### src/rtl/grid_seq.sv
// grid_seq: sequencer for one grid lane. Walks N_IN operand pairs from the
// operand store, presents each pair to the grid with a one-cycle trig pulse,
// holds it for CONV_CYCLES, then captures the neuron output as the result.
module grid_seq #(
  parameter int N_IN        = 8,
  parameter int ADDR_W      = 3,
  parameter int CONV_CYCLES = 16,
  parameter int CNT_W       = 5
) (
  input  logic              clk,
  input  logic              rst,
  input  logic              start,
  input  logic              abort,
  input  logic [7:0]        bias_cfg,
  output logic              busy,
  output logic              done,
  output logic              mem_rd_en,
  output logic [ADDR_W-1:0] mem_addr,
  input  logic [7:0]        mem_x,
  input  logic [7:0]        mem_w,
  input  logic              mem_wsign,
  output logic [7:0]        grid_din,
  output logic              grid_sign,
  output logic [7:0]        grid_win,
  output logic [7:0]        grid_bias,
  output logic              grid_trig,
  input  logic [7:0]        grid_dout,
  output logic [7:0]        result,
  output logic              result_valid
);

  typedef enum logic [2:0] {
    S_IDLE,
    S_FETCH,
    S_LOAD,
    S_TRIG,
    S_WAIT,
    S_NEXT,
    S_CAPTURE
  } state_t;

  state_t              state_q, state_d;
  logic [ADDR_W-1:0]   idx_q, idx_d;
  logic [CNT_W-1:0]    cnt_q, cnt_d;
  logic [7:0]          din_q, win_q, bias_q, result_q;
  logic                sign_q;
  logic                ld_bias, ld_op, ld_res;

  // Control state: FSM state, operand index and conversion counter.
  always_ff @(posedge clk or negedge rst) begin
    if (!rst) begin
      state_q <= S_IDLE;
      idx_q   <= '0;
      cnt_q   <= '0;
    end else begin
      state_q <= state_d;
      idx_q   <= idx_d;
      cnt_q   <= cnt_d;
    end
  end

  // Next-state logic and strobes; abort overrides every non-IDLE transition
  // and also masks the strobes of the cycle it arrives in.
  always_comb begin
    state_d      = state_q;
    idx_d        = idx_q;
    cnt_d        = cnt_q;
    ld_bias      = 1'b0;
    ld_op        = 1'b0;
    ld_res       = 1'b0;
    mem_rd_en    = 1'b0;
    grid_trig    = 1'b0;
    done         = 1'b0;
    result_valid = 1'b0;
    if (state_q != S_IDLE && abort) begin
      state_d = S_IDLE;
      idx_d   = '0;
      cnt_d   = '0;
    end else begin
      case (state_q)
        S_IDLE: begin
          if (start && !abort) begin
            ld_bias = 1'b1;
            idx_d   = '0;
            state_d = S_FETCH;
          end
        end
        S_FETCH: begin
          mem_rd_en = 1'b1;
          state_d   = S_LOAD;
        end
        S_LOAD: begin
          ld_op   = 1'b1;
          state_d = S_TRIG;
        end
        S_TRIG: begin
          grid_trig = 1'b1;
          cnt_d     = '0;
          state_d   = S_WAIT;
        end
        S_WAIT: begin
          if (cnt_q == CNT_W'(CONV_CYCLES - 1)) begin
            state_d = S_NEXT;
          end else begin
            cnt_d = cnt_q + 1'b1;
          end
        end
        S_NEXT: begin
          if (idx_q == ADDR_W'(N_IN - 1)) begin
            state_d = S_CAPTURE;
          end else begin
            idx_d   = idx_q + 1'b1;
            state_d = S_FETCH;
          end
        end
        S_CAPTURE: begin
          ld_res       = 1'b1;
          done         = 1'b1;
          result_valid = 1'b1;
          state_d      = S_IDLE;
        end
        default: begin
          state_d = S_IDLE;
          idx_d   = '0;
          cnt_d   = '0;
        end
      endcase
    end
  end

  // Datapath registers: operands, bias and captured result.
  always_ff @(posedge clk or negedge rst) begin
    if (!rst) begin
      din_q    <= '0;
      win_q    <= '0;
      sign_q   <= 1'b0;
      bias_q   <= '0;
      result_q <= '0;
    end else begin
      if (ld_bias) begin
        bias_q <= bias_cfg;
      end
      if (ld_op) begin
        din_q  <= mem_x;
        win_q  <= mem_w;
        sign_q <= mem_wsign;
      end
      if (ld_res) begin
        result_q <= grid_dout;
      end
    end
  end

  assign busy      = (state_q != S_IDLE);
  assign mem_addr  = idx_q;
  assign grid_din  = din_q;
  assign grid_win  = win_q;
  assign grid_sign = sign_q;
  assign grid_bias = bias_q;
  assign result    = result_q;

endmodule
### config.mk
export PLATFORM = sky130hd
export DESIGN_NAME = grid_seq
export DESIGN_NICKNAME = d
export VERILOG_FILES = /design/src/rtl/grid_seq.sv
export SDC_FILE = /design/constraint.sdc
export NUM_CORES = 1
export LEC_CHECK = 0
export BUFFER_PORTS_ARGS = -buffer_cell sky130_fd_sc_hd__buf_2
export CAP_MARGIN = 30
export CORE_UTILIZATION = 44
export CTS_CLUSTER_DIAMETER = 40
export DETAILED_ROUTE_END_ITERATION = 8
export PLACE_DENSITY = 0.76
export SYNTH_ARGS = -nofsm -noshare
export SYNTH_HDL_FRONTEND = slang
export SYNTH_SLANG_ARGS = --single-unit
### constraint.sdc
create_clock -name clk -period 1.9 [get_ports clk]
set_clock_uncertainty 0.15 [all_clocks]
set_input_delay 0.38 -clock clk [delete_from_list [all_inputs] [get_ports clk]]
set_output_delay 0.38 -clock clk [all_outputs]
set_load 0.02 [all_outputs]
==> Yosys cells after proc, flatten, opt, wreduce, memory -nomap -nowiden <==
Index checks and enable logic that the tools add are counted.
{ "word_totals": {"output_inout_bits": 41, "reg_bits": 44, "input_bits": 37, "word_cells": 57} }
{ "op_classes": {"n_addsub": 2, "muxes": 23, "n_eq_ne": 14, "n_reduce_logical": 10} }
{ "op_table": {"columns": ["operator", "count"], "rows": [
  ["2-to-1 mux 3 bit", 7],
  ["one-hot mux 3 bit (6 select lines)", 1],
  ["equality test 3 bit, second input constant", 4],
  ["!= test 3 bit, second input constant", 4],
  ["2-to-1 mux 1 bit", 11],
  ["2-to-1 mux 5 bit", 2],
  ["one-hot mux 5 bit (2 select lines)", 1],
  ["OR reduction 5 bit", 2],
  ["one-hot mux 3 bit (3 select lines)", 1],
  ["equality test 3 x 2 -> 1 bit, second input constant", 2],
  ["adder 5 x 1 -> 5 bit, second input constant", 1],
  ["equality test 5 x 4 -> 1 bit, second input constant", 1],
  ["!= test 2 x 1 -> 1 bit, second input constant", 2],
  ["AND reduction 2 bit", 2],
  ["adder 3 x 1 -> 3 bit, second input constant", 1],
  ["equality test 3 x 1 -> 1 bit, second input constant", 1],
  ["zero test 3 bit", 1],
  ["AND reduction 3 bit", 1],
  ["nonzero test 3 bit", 1],
  ["logical AND 1 bit", 2],
  ["zero test 1 bit", 1]
]} }

==> Logic depth before layout (Yosys ltp) <==
{ "logic_depth": {"word_depth": 5, "ltp_mapped": 8, "ltp_nobuf": 7} }

==> Worst setup path after synthesis <==
No wires, ideal clock.
{ "synth_timing": {"path_kind": "register -> output", "from": "reg state_q[0]", "to": "out grid_trig", "arrival_ps": 1448, "path_stages_with_launch": 7, "setup_slack_ps": -78, "required_ps": 1370, "n_path_buf": 1, "path_cell_list": "dfrtp_1 inv_1 ha_1 buf_6 nand2b_1 nand2_1 and3_1"} }
{ "synth_via": {"elab_chain_cells": 3, "elab_cells_between_ends": 5, "classes_between": "eq/ne (1); mux (2); reduce/logical (2)"} }
{ "synth_lines": {"columns": ["item", "line", "source"], "rows": [
  ["start: declaration", "42", "state_t state_q, state_d;"],
  ["start signal: assignment", "56", "state_q <= state_d;"],
  ["nonzero test 3 bit", null, null],
  ["net busy", "15", "output logic busy,"],
  ["logical AND 1 bit", "75", "if (state_q != S_IDLE && abort) begin"],
  ["2-to-1 mux 1 bit", "75", null],
  ["end: declaration", "26", "output logic grid_trig,"]
]} }
The timed path passes the listed nets, and every way through them passes these cells.

==> Final worst setup path <==
{ "layout_timing": {"from": "reg state_q[0]", "to": "reg din_q[3], in the netlist grid_din[3]"} }
{ "layout_via": {"elab_chain_cells": 3, "elab_cells_between_ends": 5, "classes_between": "eq/ne (1); mux (2); reduce/logical (2)"} }
{ "layout_lines": {"columns": ["item", "line", "source"], "rows": [
  ["equality test 3 x 2 -> 1 bit / nonzero test 3 bit (equally long branches)", "80, 75", null],
  ["2-to-1 mux 1 bit / logical AND 1 bit (equally long branches)", "80, 75", null],
  ["2-to-1 mux 1 bit (*)", "75", null],
  ["end signal: assignment", "144", "din_q <= mem_x;"],
  ["end: declaration", "45", "logic [7:0] din_q, win_q, bias_q, result_q;"]
]} }
Every way passes the cells marked *; elsewhere a longest branch is shown, timed or not.
A chain may end at the register's enable or synchronous reset.

==> flow_metrics.env <==
export IMPL_area_growth_pct=42.3
export IMPL_grt_pass1_wl_mm=6.91
export IMPL_grt_util_all_layers=0.175
export IMPL_cts_num_sinks=44
export IMPL_setup_violations_final=12
export IMPL_power_uw=4530
export IMPL_postSynth_asyncResetShare=1.00
export IMPL_place_hpwl_mm=2.93
export IMPL_antenna_found_initial=0
export IMPL_criticalPathCategory="reg -> reg"
export IMPL_die_w_um=70.0
export IMPL_clock_latency_ns=0.28
export IMPL_fin_util=0.657
export IMPL_vias=1559
export IMPL_cts_buffers=5
export IMPL_synth_top_family_by_area="multiplexers"
export IMPL_place_congestion=0.806
export IMPL_synth_compound_area_frac=0.0639
export IMPL_worst_slew_pin_slew_ns=0.369
export IMPL_cts_root_buffer="clkbuf_8"
export IMPL_clkTransAtPathRegs_ns=0.08
export IMPL_rr_worst_depth=7
export IMPL_die_h_um=70.0
export IMPL_drive_gt1_frac=0.630
export IMPL_placementRows=24
export IMPL_worstSetupEndpoint="grid_din[3]"
export IMPL_num_io_pins=78
export IMPL_peakVddDrop_v=0.000869
export IMPL_slowest_stage="dfrtp_1"
export IMPL_drt_iter0_markers=29
export IMPL_finalMaxSlewViolations=0
export IMPL_crit_start="state_q[0]"
export IMPL_synth_fa_ha_area_frac=0.0491
export IMPL_slowest_delay_ns=0.41
export IMPL_cp_num_buf_inv=3
export IMPL_violations="negative setup slack"
export IMPL_fin_cells=309
export IMPL_ys_flop_type="dfrtp_1"
export IMPL_status="finished, violations left"
export IMPL_cts_tree="done"
export IMPL_hp_class="in -> reg"
export IMPL_synth_top_cell_area_share=0.541
export IMPL_htree_levels=2
export IMPL_gr_total_overflow=0
export IMPL_r2r_end="grid_din[3]"
export IMPL_num_antenna_cells=0
export IMPL_grt_max_degree=45
export IMPL_via_per_inst=5.05
export IMPL_synth_simple_area_share=0.0848
export IMPL_fin_crit_sh=1.02
export IMPL_yosysWarnings=0
export IMPL_required_ns=1.92
export IMPL_drc_errors=0
export IMPL_synth_area_leader_cell="dfrtp_1"
export IMPL_crit_arrival_ns=1.94
export IMPL_rsz0062_at_grt="true"
export IMPL_grt_pass1_vias=1551
export IMPL_path_max_fanout=5
export IMPL_path_cells="inv_2 -> ha_4 -> buf_4 -> nand2b_1 -> and3_4 -> clkbuf_16 -> mux2_2"
export IMPL_finalNetCount=301
export IMPL_synth_most_common_cell="dfrtp_1"
export IMPL_reg2reg_from="state_q[0]"
export IMPL_p_per_area_nw_per_um2=1560
export IMPL_max_freq_mhz=518
export IMPL_hold_viol=0
export IMPL_clockBufferDepth=2
export IMPL_dieArea_um2=4910
export IMPL_syn_inst=153
export IMPL_setup_ws_ns=-0.0295
export IMPL_ys_types=32
export IMPL_p_leak_uw=0.00149
export IMPL_rrSetupSlack_ns=-0.03
export IMPL_ant_nets=0
export IMPL_synth_fp_nets=198
export IMPL_fillCellCount=354
export IMPL_detail_route_wl_per_cell_um=14.3
export IMPL_initial_core_util=0.461
export IMPL_avgSynthCellArea_um2=13.3
export IMPL_synth_area_leaders="dfrtp_1 (54%), mux2_2 (13%), mux2_4 (7.4%), ha_1 (4.9%), mux2i_1 (2.0%)"
export IMPL_cp_start_kind="flop"
export IMPL_wirelength_mm=4.43
export IMPL_maxSlewHeadroom=0.751
export IMPL_syn_area_um2=2040
export IMPL_synthMuxAreaShare=0.221
export IMPL_ys_ff_latch=44
export IMPL_synth_commonest_cells="dfrtp_1 (44), mux2_2 (23), mux2_4 (10)"
export IMPL_synth_xor_area_frac=0
export IMPL_crit_family="buffers and inverters"
export IMPL_dpl_cell_count=288
export IMPL_ys_seq_area_frac=0.541
export IMPL_drt_pass1_iter_count=4
export IMPL_core_area_um2=4410
export IMPL_synth_edf_count=0
export IMPL_fin_crit_ns=1.93
export IMPL_cp_end_kind="flop"
export IMPL_critical_path_depth=7
export IMPL_max_cap_violations=0
export IMPL_numPortBuffers=77
## per-layer routing
layer	vias to the layer above	track usage	part of all wire	wire, um
li1	742	-	-	-
met1	751	0.211	0.39	1740
met2	62	0.302	0.53	2360
met3	4	0.0577	0.068	302
met4	0	0.0422	0.0061	27
met5	-	0	0	0
## worst min-delay path by stage
stage / startpoint / endpoint / slack [ns] / depth (start not counted)
after global routing: grid_dout[4] / result[4] / 0.16 / 2
after floorplan: rst / cnt_q[0] / -0.07 / 0
final: grid_dout[6] / result[6] / 0.17 / 2
after CTS: grid_dout[6] / result[6] / 0.16 / 2
after global placement: rst / grid_din[1] / 0.23 / 2
after detailed placement: rst / grid_din[1] / 0.23 / 2
## cell type report
type                            count  area [um2]  share of cell area
Tap cell                           52        65.1              0.0224
Sequential cell                    44        1100               0.380
Inverter                            7        26.3             0.00906
Timing Repair Buffer              101         648               0.224
Multi-Input combinational cell     97         967               0.334
Clock buffer                        8        90.1              0.0311
## layout by cell type (no fill, tap or decap), drive strengths merged
master and count:
nand3 3, nor2b 2, a22oi 1, and2 1, nor2 3, or2 1, a21oi 4, and3 4
a22o 2, nand2b 3, ha 8, o221ai 1, nand3b 2, or3 1, nor4b 1, inv 7
o21bai 1, or3b 1, nand2 9, dlymetal6s2s 1, dlygate4sd3 1, mux2 33, o21ai 9, o31ai 2
dfrtp 44, mux2i 4, clkbuf 10, o311ai 1, buf 97
## cell families after synthesis
group | count (synthesis)
AOI/OAI and AO/OA | 21
adders and majority gates | 8
buffers and inverters | 12
DFF | 44
muxes | 37
and+or+nand+nor | 31
## flip-flops by register name, summed over array words and instances (netlist names)
register and flops:
state_q 3, grid_bias 8, grid_din 8, result 8, cnt_q 5, grid_win 8
grid_sign 1, mem_addr 3
## through the flow
step                worst slack [ns]  hold slack, ns  setup TNS [ns]  cell area, um2
CTS                          -0.0229           0.160         -0.0492            2730
floorplan                     0.0115         -0.0656               0            2040
detailed placement           -0.0147           0.227         -0.0147            2540
global route                 -0.0918           0.163           -1.41            2900
global placement              0.0570           0.226               0            2540
finish                       -0.0295           0.172          -0.234            2900
## power breakdown
group | switching, uW | internal [uW]
clock network | 282 | 296
registers | 169 | 1270
logic | 1240 | 1260
total | 1690 | 2830
## repair_timing
item	in CTS	in global routing
pin swaps	3	2
gates cloned	0	2
resized for setup	16	19
endpoints found under the setup margin	5	30
hold buffers	1	0
hold endpoints to repair	44	0
buffers inserted	4	6
No activity file was read; power rests on OpenSTA's default activity.
